**src/rtl/friet_xaon_inverse_core_if.sv**
```systemverilog
// Handshake bundle for the Friet XAON inverse core: one input and one output channel of three limbs.
// A channel transfers on a rising clk edge where valid and ready are both high; the sender holds valid and data stable until then.
interface friet_xaon_inverse_core_if #(
   parameter int W = 128
);
   logic         din_valid;
   logic         din_ready;
   logic [W-1:0] din_a;
   logic [W-1:0] din_b;
   logic [W-1:0] din_c;
   logic         dout_valid;
   logic         dout_ready;
   logic [W-1:0] dout_a;
   logic [W-1:0] dout_b;
   logic [W-1:0] dout_c;

   modport master (
      output din_valid, din_a, din_b, din_c, dout_ready,
      input  din_ready, dout_valid, dout_a, dout_b, dout_c
   );

   modport slave (
      input  din_valid, din_a, din_b, din_c, dout_ready,
      output din_ready, dout_valid, dout_a, dout_b, dout_c
   );
endinterface

```
**src/rtl/friet_xaon_inverse_core.sv**
```systemverilog
// Iterative inverse of the coded XAON round stack: one inverse round per clock,
// round index ROUNDS-1 down to 0, so forward-then-inverse is the identity.
module friet_xaon_inverse_core #(
   parameter int W      = 128,
   parameter int ROUNDS = 24,
   parameter int R1     = 1,
   parameter int R2     = 8
) (
   input  logic                        clk,
   input  logic                        rst,
   friet_xaon_inverse_core_if.slave    bus,
   output logic                        busy,
   output logic [1:0]                  dbg_state
);

   typedef enum logic [1:0] {
      IDLE = 2'd0,
      RUN  = 2'd1,
      DONE = 2'd2
   } state_t;

   localparam logic [7:0] LAST_IDX = 8'(ROUNDS - 1);
   // Right-shift amounts completing each rotation; modulo keeps a zero rotation well defined.
   localparam int S1 = (W - R1) % W;
   localparam int S2 = (W - R2) % W;

   state_t       state;
   state_t       state_nx;
   logic [W-1:0] a_q;
   logic [W-1:0] b_q;
   logic [W-1:0] c_q;
   logic [7:0]   idx_q;
   logic [W-1:0] rot_b;
   logic [W-1:0] rot_c;
   logic [W-1:0] rc;
   logic [W-1:0] new_c;

   // The held state (a_q, b_q, c_q) plays the role of (x, y, z) for the round being undone.
   assign rot_b = (b_q << R1) | (b_q >> S1);
   assign rot_c = (c_q << R2) | (c_q >> S2);
   assign rc    = {{(W-8){1'b0}}, idx_q};
   assign new_c = (rot_b & rot_c) ^ a_q ^ rc;

   always_ff @(posedge clk) begin
      if (rst) begin
         state <= IDLE;
      end else begin
         state <= state_nx;
      end
   end

   always_comb begin
      state_nx = state;
      case (state)
         IDLE:    if (bus.din_valid) state_nx = RUN;
         RUN:     if (idx_q == 8'd0) state_nx = DONE;
         DONE:    if (bus.dout_ready) state_nx = IDLE;
         default: state_nx = IDLE;
      endcase
   end

   always_ff @(posedge clk) begin
      if (rst) begin
         a_q   <= '0;
         b_q   <= '0;
         c_q   <= '0;
         idx_q <= 8'd0;
      end else begin
         case (state)
            IDLE: begin
               if (bus.din_valid) begin
                  a_q   <= bus.din_a;
                  b_q   <= bus.din_b;
                  c_q   <= bus.din_c;
                  idx_q <= LAST_IDX;
               end
            end
            RUN: begin
               a_q <= b_q;
               b_q <= c_q;
               c_q <= new_c;
               if (idx_q != 8'd0) idx_q <= idx_q - 8'd1;
            end
            default: ;
         endcase
      end
   end

   // din_ready is masked by rst so nothing appears acceptable during the reset cycle itself.
   assign bus.din_ready  = (state == IDLE) && !rst;
   assign bus.dout_valid = (state == DONE);
   assign bus.dout_a     = a_q;
   assign bus.dout_b     = b_q;
   assign bus.dout_c     = c_q;
   assign busy           = (state == RUN) || (state == DONE);
   assign dbg_state      = state;

endmodule

```
**src/flat_wrapper.sv**
```systemverilog
// flat-port wrapper written by rule: the top's interface ports become plain ports
module friet_xaon_inverse_core_flat 
#(
   parameter int W      = 128,
   parameter int ROUNDS = 24,
   parameter int R1     = 1,
   parameter int R2     = 8
)
  (clk, rst, busy, dbg_state, bus_din_valid, bus_din_a, bus_din_b, bus_din_c, bus_dout_ready, bus_din_ready, bus_dout_valid, bus_dout_a, bus_dout_b, bus_dout_c);
  friet_xaon_inverse_core_if #(.W(W)) bus_i ();
  input  logic clk;
  input  logic rst;
  output logic busy;
  output logic [1:0] dbg_state;
  input wire logic [$bits(bus_i.din_valid)-1:0] bus_din_valid;
  input wire logic [$bits(bus_i.din_a)-1:0] bus_din_a;
  input wire logic [$bits(bus_i.din_b)-1:0] bus_din_b;
  input wire logic [$bits(bus_i.din_c)-1:0] bus_din_c;
  input wire logic [$bits(bus_i.dout_ready)-1:0] bus_dout_ready;
  output wire logic [$bits(bus_i.din_ready)-1:0] bus_din_ready;
  output wire logic [$bits(bus_i.dout_valid)-1:0] bus_dout_valid;
  output wire logic [$bits(bus_i.dout_a)-1:0] bus_dout_a;
  output wire logic [$bits(bus_i.dout_b)-1:0] bus_dout_b;
  output wire logic [$bits(bus_i.dout_c)-1:0] bus_dout_c;
  assign bus_i.din_valid = bus_din_valid;
  assign bus_i.din_a = bus_din_a;
  assign bus_i.din_b = bus_din_b;
  assign bus_i.din_c = bus_din_c;
  assign bus_i.dout_ready = bus_dout_ready;
  assign bus_din_ready = bus_i.din_ready;
  assign bus_dout_valid = bus_i.dout_valid;
  assign bus_dout_a = bus_i.dout_a;
  assign bus_dout_b = bus_i.dout_b;
  assign bus_dout_c = bus_i.dout_c;
  friet_xaon_inverse_core #(.W(W), .ROUNDS(ROUNDS), .R1(R1), .R2(R2)) u_core (.clk(clk), .rst(rst), .bus(bus_i), .busy(busy), .dbg_state(dbg_state));
endmodule
```
**config.mk**
```make
export PLATFORM = sky130hd
export DESIGN_NAME = friet_xaon_inverse_core_flat
export DESIGN_NICKNAME = d
export VERILOG_FILES = /design/src/rtl/friet_xaon_inverse_core_if.sv /design/src/rtl/friet_xaon_inverse_core.sv /design/src/flat_wrapper.sv
export SDC_FILE = /design/constraint.sdc
export NUM_CORES = 1
export LEC_CHECK = 0
export CAP_MARGIN = 20
export CORE_AREA = 2 2 300 302
export CTS_CLUSTER_SIZE = 30
export DETAILED_ROUTE_END_ITERATION = 7
export DIE_AREA = 0 0 302 304
export PLACE_DENSITY = 0.51
export RECOVER_POWER = 50
export SETUP_SLACK_MARGIN = 0.5
export SYNTH_ARGS = -nofsm -noshare
export SYNTH_HDL_FRONTEND = slang
export SYNTH_SLANG_ARGS = --single-unit
```
**constraint.sdc**
```tcl
create_clock -name clk -period 3.65 [get_ports clk]
set_clock_uncertainty 0.1 [all_clocks]
set_input_delay 0.5475 -clock clk [delete_from_list [all_inputs] [get_ports clk]]
set_output_delay 0.5475 -clock clk [all_outputs]
set_load 0.005 [all_outputs]
```
* Yosys cells after proc, flatten, opt, wreduce, memory -nomap -nowiden
Cells that the tools add are included. Widths: inputs -> output; s select.
Word-level totals: register bits 394, output and inout port bits 389
Operators by class: $add $sub $neg 1, equal/unequal tests 6, muxes and demuxes 13, bitwise operators 5, reduce and logical (&&, ||, !) cells 10
Operators with widths (number):
- $pmux 128 s2 | 3
- $mux 128 | 3
- $and 128x128->128 | 1
- $or 128x1->128 | 1
- $or 128x8->128 | 1
- $xor 128x128->128 | 1
- $xor 128x8->128 | 1
- $mux 8 | 2
- $pmux 8 s2 | 1
- $logic_not 8->1 | 1
- $reduce_bool 8->1 | 1
- $sub 8x1->8 const B | 1
- $mux 2 | 3
- $pmux 2 s3 | 1
- $reduce_and 3->1 | 2
- $ne 2x1->1 const B | 2
- $ne 2x2->1 const B | 2
- $eq 2x1->1 const B | 1
- $eq 2x2->1 const B | 1
- $logic_not 2->1 | 1
- $reduce_and 2->1 | 1
- $reduce_bool 2->1 | 1
- $logic_and 1x1->1 | 1
- $logic_not 1->1 | 1
- $logic_or 1x1->1 | 1

* Logic depth before layout (Yosys ltp)
Gate-level depths: netlist of run 1.
depth after elaboration 5, depth in mapped cells 9, gate-level depth less buffers 6

* Worst setup path before layout of run 1
Ideal clock, no wire load.
path kind in2out, start input rst, end output bus_din_ready, arrival time 1.339 ns, data required time 3.002 ns, path slack 1.664 ns, cell stages on the path 4, cells stage by stage clkbuf_1 clkbuf_1 clkbuf_1 nor2b_1
On the way: longest elaborated chain between the ends 2
Ends and longest elaborated chain:
- from (decl) | line flat_wrapper.sv:12 | input logic rst;
- $logic_not 1->1 | line friet_xaon_inverse_core.sv:90 | assign bus.din_ready = (state == IDLE) && !rst;
- $logic_and 1x1->1 | line friet_xaon_inverse_core.sv:90
- to (decl) | line flat_wrapper.sv:20 | output wire logic [$bits(bus_i.din_ready)-1:0] bus_din_ready;
Every way passes these cells.

* Worst setup path in the final report of run 1
start register u_core.state[1], in the netlist u_core.dbg_state[1], end register u_core.b_q[122], in the netlist u_core.bus.dout_b[122]
On the way: longest elaborated chain between the ends 3
Ends and longest elaborated chain:
- from (decl) | line friet_xaon_inverse_core.sv:27 | state_t state;
- from (signal assigned) | line friet_xaon_inverse_core.sv:48 | state <= state_nx;
- $eq 2x1->1 / $logic_not 2->1 (equally long branches) | line friet_xaon_inverse_core.sv:69 | case (state)
- $reduce_bool 2->1 (no line) / $ne 2x2->1 (equally long branches)
- $reduce_and 2->1 (no line)
- to (signal assigned) | line friet_xaon_inverse_core.sv:73 | b_q <= bus.din_b;
- to (signal assigned) | line friet_xaon_inverse_core.sv:80 | b_q <= c_q;
- to (decl) | line friet_xaon_inverse_core.sv:30 | logic [W-1:0] b_q;
Parallel ways exist; a longest one is shown, timed or not. A chain may end at the register's enable or synchronous reset.

==> results.toml, run 1 <==
[logic_synthesis]
synthArstFlopShare = 0
syn-instance-count = 2051
syn_nets = 2445
syn_area_sq_mm = 0.0191
synthFlopType = "dfxtp_1"
netlist_top_cells_area = "dfxtp_1 41%, mux2i_1 20%, a211oi_1 10%"
synth_top_family_by_area = "multiplexers"
synth-edff-count = 0
synth-xor-area-share = 0.0633
synthSimpleGateAreaFrac = 0.132
synth_compound_area_frac = 0.143
seq_area_frac_synth = 0.413
synthAdderAreaFrac = 0.00393
yosysWarningCount = 0
synth.distinct_cells = 37
synth-seq-cells = 394
synth.largest_area_cell = "dfxtp_1"
muxShareOfSynthArea = 0.203
yosys.area.top_type_share = 0.413
avgSynthCellArea_sq_um = 9.31

[floorplan]
start_util = 0.214
dieArea_sq_mm = 0.0918
coreArea_sq_mm = 0.0890
pin_count = 777
die_w_um = 302
die_height_um = 304
placementRows = 110

[cts]
clk-insertion-delay-late_ns = 0.59
clk_pin_slew_ns = 0.06
cts_tree = "done"
post_cts_resized = 0
clk_path_buf_depth = 3
postCtsSetupBuffers = 0
numClockSinks = 394
cts_hold_buffers = 0
h-tree-depth = 2
cts_made_buffers = 50
cts-root-buf = "clkbuf_16"

[timing]
holdWs_ns = 0.286
hold_viol = 0
finalMaxSlewViolations = 0
rsz0062_at_grt = "no"
post-route-period-util = 0.829
final.setup.worst_slack_ns = 0.624
final-setup-viol-count = 0
min_period_ns = 3.03
fmax_ghz = 0.331
worst_slew_pin_slew_ns = 1.39
maxSlewHeadroom = 0.0742
final.setup.tns_ns = 0

[detailed_routing]
route.top_layer_used = "met5"
routed_via_density = 4.47
wl_met3_um = 5320
drtIter0Drc = 936
drc = 0
drt_wl_total_um = 85600
postRouteAntennaNets = 0
dr.pass1.iters = 5
vias = 17700
wl_met1_um = 36900
routedWlPerCell_um = 21.7
wl_met2_um = 41300

[status]
status = "complete, no violations"

[cells_and_area]
nFillCells = 9206
syn_to_final_growth_pct = 54.8
nets = 3117
fin_area_sq_mm = 0.0296
layout-drive-gt1-share = 0.0392
final_cells = 3945

[global_route]
grt_pass1_vias = 17500
overflow = 0
grtUsageTotal = 0.178
grt_antenna_before_repair = 13
grt_start_max_net_pins = 175
grt_first_pass_wirelength_um = 123000

[worst_setup_path]
worst-setup-path-type = "reg2reg"
r2r_setup_slack_ns = 0.62
cpMaxStageDelayCell = "clkbuf_2"
cp.required_ns = 4.04
critical_path.cell_chain = "inv_1 -> ha_1 -> mux2_8 -> clkbuf_2 -> buf_4 -> nor2_1 -> a211oi_1"
end_kind = "register"
max_stage_delay_ns = 0.79
cp.arrival_ns = 3.42
start_kind = "register"
cp_max_fo = 42

[placement]
post-dp-hpwl_um = 62300
pre_cts_ws_ns = 0.988
io_buffers = 776
dpl.cell_count = 3847
placed_area_sq_mm = 0.0280
gp_congestion = 0.862

[pwr]
leakage_uw = 0.0110
p_per_area_mw_per_mm2 = 785
ir_drop_mv = 0.415

[hold_path]
hold_class = "in2reg"

[job]
max-cap-violations = 0
[synthesized netlist by cell type (2+ instances only)]
library cell and n:
nand3b_1 120, a21oi_1 4, a211oi_1 267, nand2b_1 2, inv_1 8, a21o_1 2, a31oi_1 3, dfxtp_1 394
nor2_1 270, buf_1 3, buf_2 65, nand2_1 131, buf_6 2, a311o_1 2, o21ai_1 120, xor2_1 9
ha_1 6, clkbuf_1 108, nor3_1 2, o31ai_1 3, xnor2_1 129, mux2i_1 386
[report_power, final]
part           leakage (uW)  switching [uW]  total, uW  internal [uW]
sequential          0.00326            1890       7650           5760
combinational       0.00697            5290      10600           5300
clock              0.000775            2080       4970           2890
total                0.0110            9260      23200          13900
[kinds of logic after synthesis]
group                      Yosys count
adders and majority gates            6
and+or+nand+nor                    535
muxes                              387
xor gates and xnor gates           138
buffers and inverters              186
DFF                                394
AOI/OAI and AO/OA                  405
[through the flow]
stage	util	total power [uW]
detailed placement	0.314	18900
floorplan	-	13300
global route	0.332	24700
global placement	0.314	18900
CTS	0.332	24000
finish	0.332	23200
[placed cells by master, fill, tap and decap left out, types with 13 or more instances in the layout]
master and count:
dlygate4sd3_1 356, mux2i_1 385, xnor2_1 129, nand3b_1 120, o21ai_1 120, clkbuf_16 50, nor2_1 270, dfxtp_1 394
clkdlybuf4s50_1 419, a211oi_1 267, nand2_1 131, clkbuf_1 13
[path summary, 6_finish.rpt]
path	startpoint	endpoint	depth (start not counted)
max	u_core.dbg_state[1]	u_core.bus.dout_b[122]	7
min	rst	u_core.bus.dout_a[109]	2
max reg2reg	u_core.dbg_state[1]	u_core.bus.dout_b[122]	7
min reg2reg	u_core.bus.dout_c[120]	u_core.bus.dout_c[120]	2
[worst max-delay path, delay by kind of cell (launching register included)]
family / cells / cell delay [ns]
AOI/OAI and AO/OA: 1 / 0.21
DFF: 1 / 0.42
muxes: 1 / 0.45
adders and majority gates: 1 / 0.32
and+or+nand+nor: 1 / 0.06
buffers and inverters: 3 / 1.34
[registers in the layout (all words and copies together), names as in the netlist]
signal and cells:
u_core.bus.dout_a 128, u_core.bus.dout_b 128, u_core.bus.dout_c 128, u_core.dbg_state 2, u_core.idx_q 8
[cell type report]
cell class,count,area [sq um],area share
clock buffers,71,1410,0.0477
inverters,8,30.0,0.00102
multi-input cells,1471,10500,0.354
repair buffers,798,8080,0.273
clock inverters,16,185,0.00626
flip-flops and latches,394,7890,0.267
diodes,11,27.5,0.000931
well taps,1176,1470,0.0498
[routing by layer]
layer	GRT usage	vias up
met5	0	-
met2	0.298	555
li1	-	8694
met4	0.0547	2
met1	0.227	8288
met3	0.0396	113
No activity file was read; power rests on OpenSTA's default activity.
==> inputs of run 2 (changes only) <==
--- a/config.mk
+++ b/config.mk
@@ -6,10 +6,10 @@
 export NUM_CORES = 1
 export LEC_CHECK = 0
 export CAP_MARGIN = 20
-export CORE_AREA = 2 2 300 302
+export CORE_AREA = 2 2 306 308
 export CTS_CLUSTER_SIZE = 30
 export DETAILED_ROUTE_END_ITERATION = 7
-export DIE_AREA = 0 0 302 304
+export DIE_AREA = 0 0 308 310
 export PLACE_DENSITY = 0.51
 export RECOVER_POWER = 50
 export SETUP_SLACK_MARGIN = 0.5
==> constraint.sdc (replaced) <==
create_clock -name clk -period 2.6 [get_ports clk]
set_clock_uncertainty 0.1 [all_clocks]
set_input_delay 0.39 -clock clk [delete_from_list [all_inputs] [get_ports clk]]
set_output_delay 0.39 -clock clk [all_outputs]
set_load 0.005 [all_outputs]
==> run 2 against run 1 <==
Compared with the run above: final cell count increased by 1.8%; count of clock-buffer cells in the layout up 2; clock power grew 33%; hold slack worse by 0.18 ns; utilization fell by 0.59 points; first-iteration DRC count decreased by 3.8%; critical path type unchanged.
==> results.toml, run 2 (synthesis results as in run 1) <==
[floorplan]
coreArea_sq_mm = 0.0925
die_height_um = 310
pin_count = 777
start_util = 0.206
die_w_um = 308
dieArea_sq_mm = 0.0955
placementRows = 112

[worst_setup_path]
cp_max_fo = 17
cp.arrival_ns = 2.60
start_kind = "register"
worst-setup-path-type = "reg2reg"
rr_worst_depth = 7
end_kind = "register"
cp.required_ns = 2.98

[cells_and_area]
layout-drive-gt1-share = 0.0833
final_cells = 4015
syn_to_final_growth_pct = 57.9
final_common_cell = "clkdlybuf4s50_1"
nets = 3169
layout_common_cells = "671 x clkdlybuf4s50_1, 386 x mux2i_1, 316 x dfxtp_1, 270 x nor2_1, 266 x a211oi_1"
fin_area_sq_mm = 0.0302

[cts]
h-tree-depth = 2
clk-insertion-delay-late_ns = 0.57
cts-root-buf = "clkbuf_16"
clk_pin_slew_ns = 0.06
cts_made_buffers = 48
cts_tree = "done"
cts_hold_buffers = 0
clk_path_buf_depth = 3
numClockSinks = 394

[global_route]
grt_antenna_before_repair = 12
grt_pass1_vias = 18000
grtUsageTotal = 0.171
overflow = 0
grt_first_pass_wirelength_um = 124000
grt_start_max_net_pins = 132

[timing]
final-setup-viol-count = 0
maxSlewHeadroom = 0.538
holdWs_ns = 0.109
min_period_ns = 2.23
fmax_ghz = 0.449
rsz0062_at_grt = "yes"
hold_viol = 0
finalMaxSlewViolations = 0
post-route-period-util = 0.857
final.setup.tns_ns = 0
worst_slew_pin_slew_ns = 0.694

[placement]
gp_congestion = 0.860
placed_area_sq_mm = 0.0285
dpl.cell_count = 3917
io_buffers = 776
post-dp-hpwl_um = 65600

[detailed_routing]
drc = 0
vias = 18000
dr.pass1.iters = 5
drt_wl_total_um = 87000
drtIter0Drc = 900
routed_via_density = 4.49
postRouteAntennaNets = 0
routedWlPerCell_um = 21.7

[status]
status = "complete, no violations"

[job]
max-cap-violations = 0

[hold_path]
hold_class = "in2reg"
hold-path-cell-count = 2

[pwr]
p_per_area_mw_per_mm2 = 1110
leakage_uw = 0.0107
ir_drop_mv = 0.430
power_uw = 33500
-- run 2: cell count changes in the layout (fill, tap and decap cells not counted), moves of 13 or more --
cell,delta
dfxtp_2,+76
clkdlybuf4s50_1,+252
buf_12,+13
o21ai_0,+88
dlygate4sd3_1,-294
o21ai_1,-88
buf_4,+25
dlygate4sd2_1,+27
dfxtp_1,-78
-- run 2: cell type report --
type                    instances  area, sq um
diodes                          9         22.5
clock buffers                  73         1410
clock inverters                11          105
fillers                      9604        62300
inverters                       8         30.0
multi-input cells            1471        10400
flip-flops and latches        394         7990
well taps                    1197         1500
repair buffers                852         8660
-- run 2: critical path, stage by stage, from the launching register on --
cell and delay (ns):
dfxtp_1 0.38, inv_1 0.11, ha_1 0.27, mux2_8 0.38
buf_16 0.22, clkbuf_2 0.33, nor2_1 0.07, a211oi_1 0.23
-- run 2: final timing paths --
kind / slack (ns) / to / startpoint
setup / recovery: 0.37 / u_core.bus.dout_b[64] / u_core.dbg_state[1]
hold / removal: 0.11 / u_core.bus.dout_a[107] / rst
setup reg to reg: 0.37 / u_core.bus.dout_b[64] / u_core.dbg_state[1]
hold reg to reg: 0.42 / u_core.bus.dout_c[98] / u_core.bus.dout_c[98]
-- run 2: stage by stage --
step / setup slack (ns) / utilization
4_1_cts: 0.393 / 0.326
6_report: 0.373 / 0.326
3_5_place_dp: 0.216 / 0.309
2_1_floorplan: 0.683 / -
3_3_place_gp: 0.307 / 0.309
5_1_grt: 0.238 / 0.326
-- run 2: routing by layer --
| metal | up-vias | GRT usage | routed length, um |
|---|---|---|---|
| met3 | 121 | 0.0407 | 5380 |
| li1 | 8798 | - | - |
| met5 | - | 0 | 104 |
| met1 | 8545 | 0.213 | 37100 |
| met4 | 10 | 0.0533 | 2300 |
| met2 | 567 | 0.292 | 42100 |
-- run 2: where the power goes --
group / switching (uW) / internal [uW] / total (uW)
clock: 2730 / 3890 / 6630
combinational: 7680 / 8380 / 16100
sequential: 2660 / 8170 / 10800
total: 13100 / 20400 / 33500
-- run 2: repair_timing --
item / CTS / global route
gates cloned: 0 / 2
resized for setup: 125 / 51
setup buffers: 0 / 3
setup endpoints to repair: 424 / 159
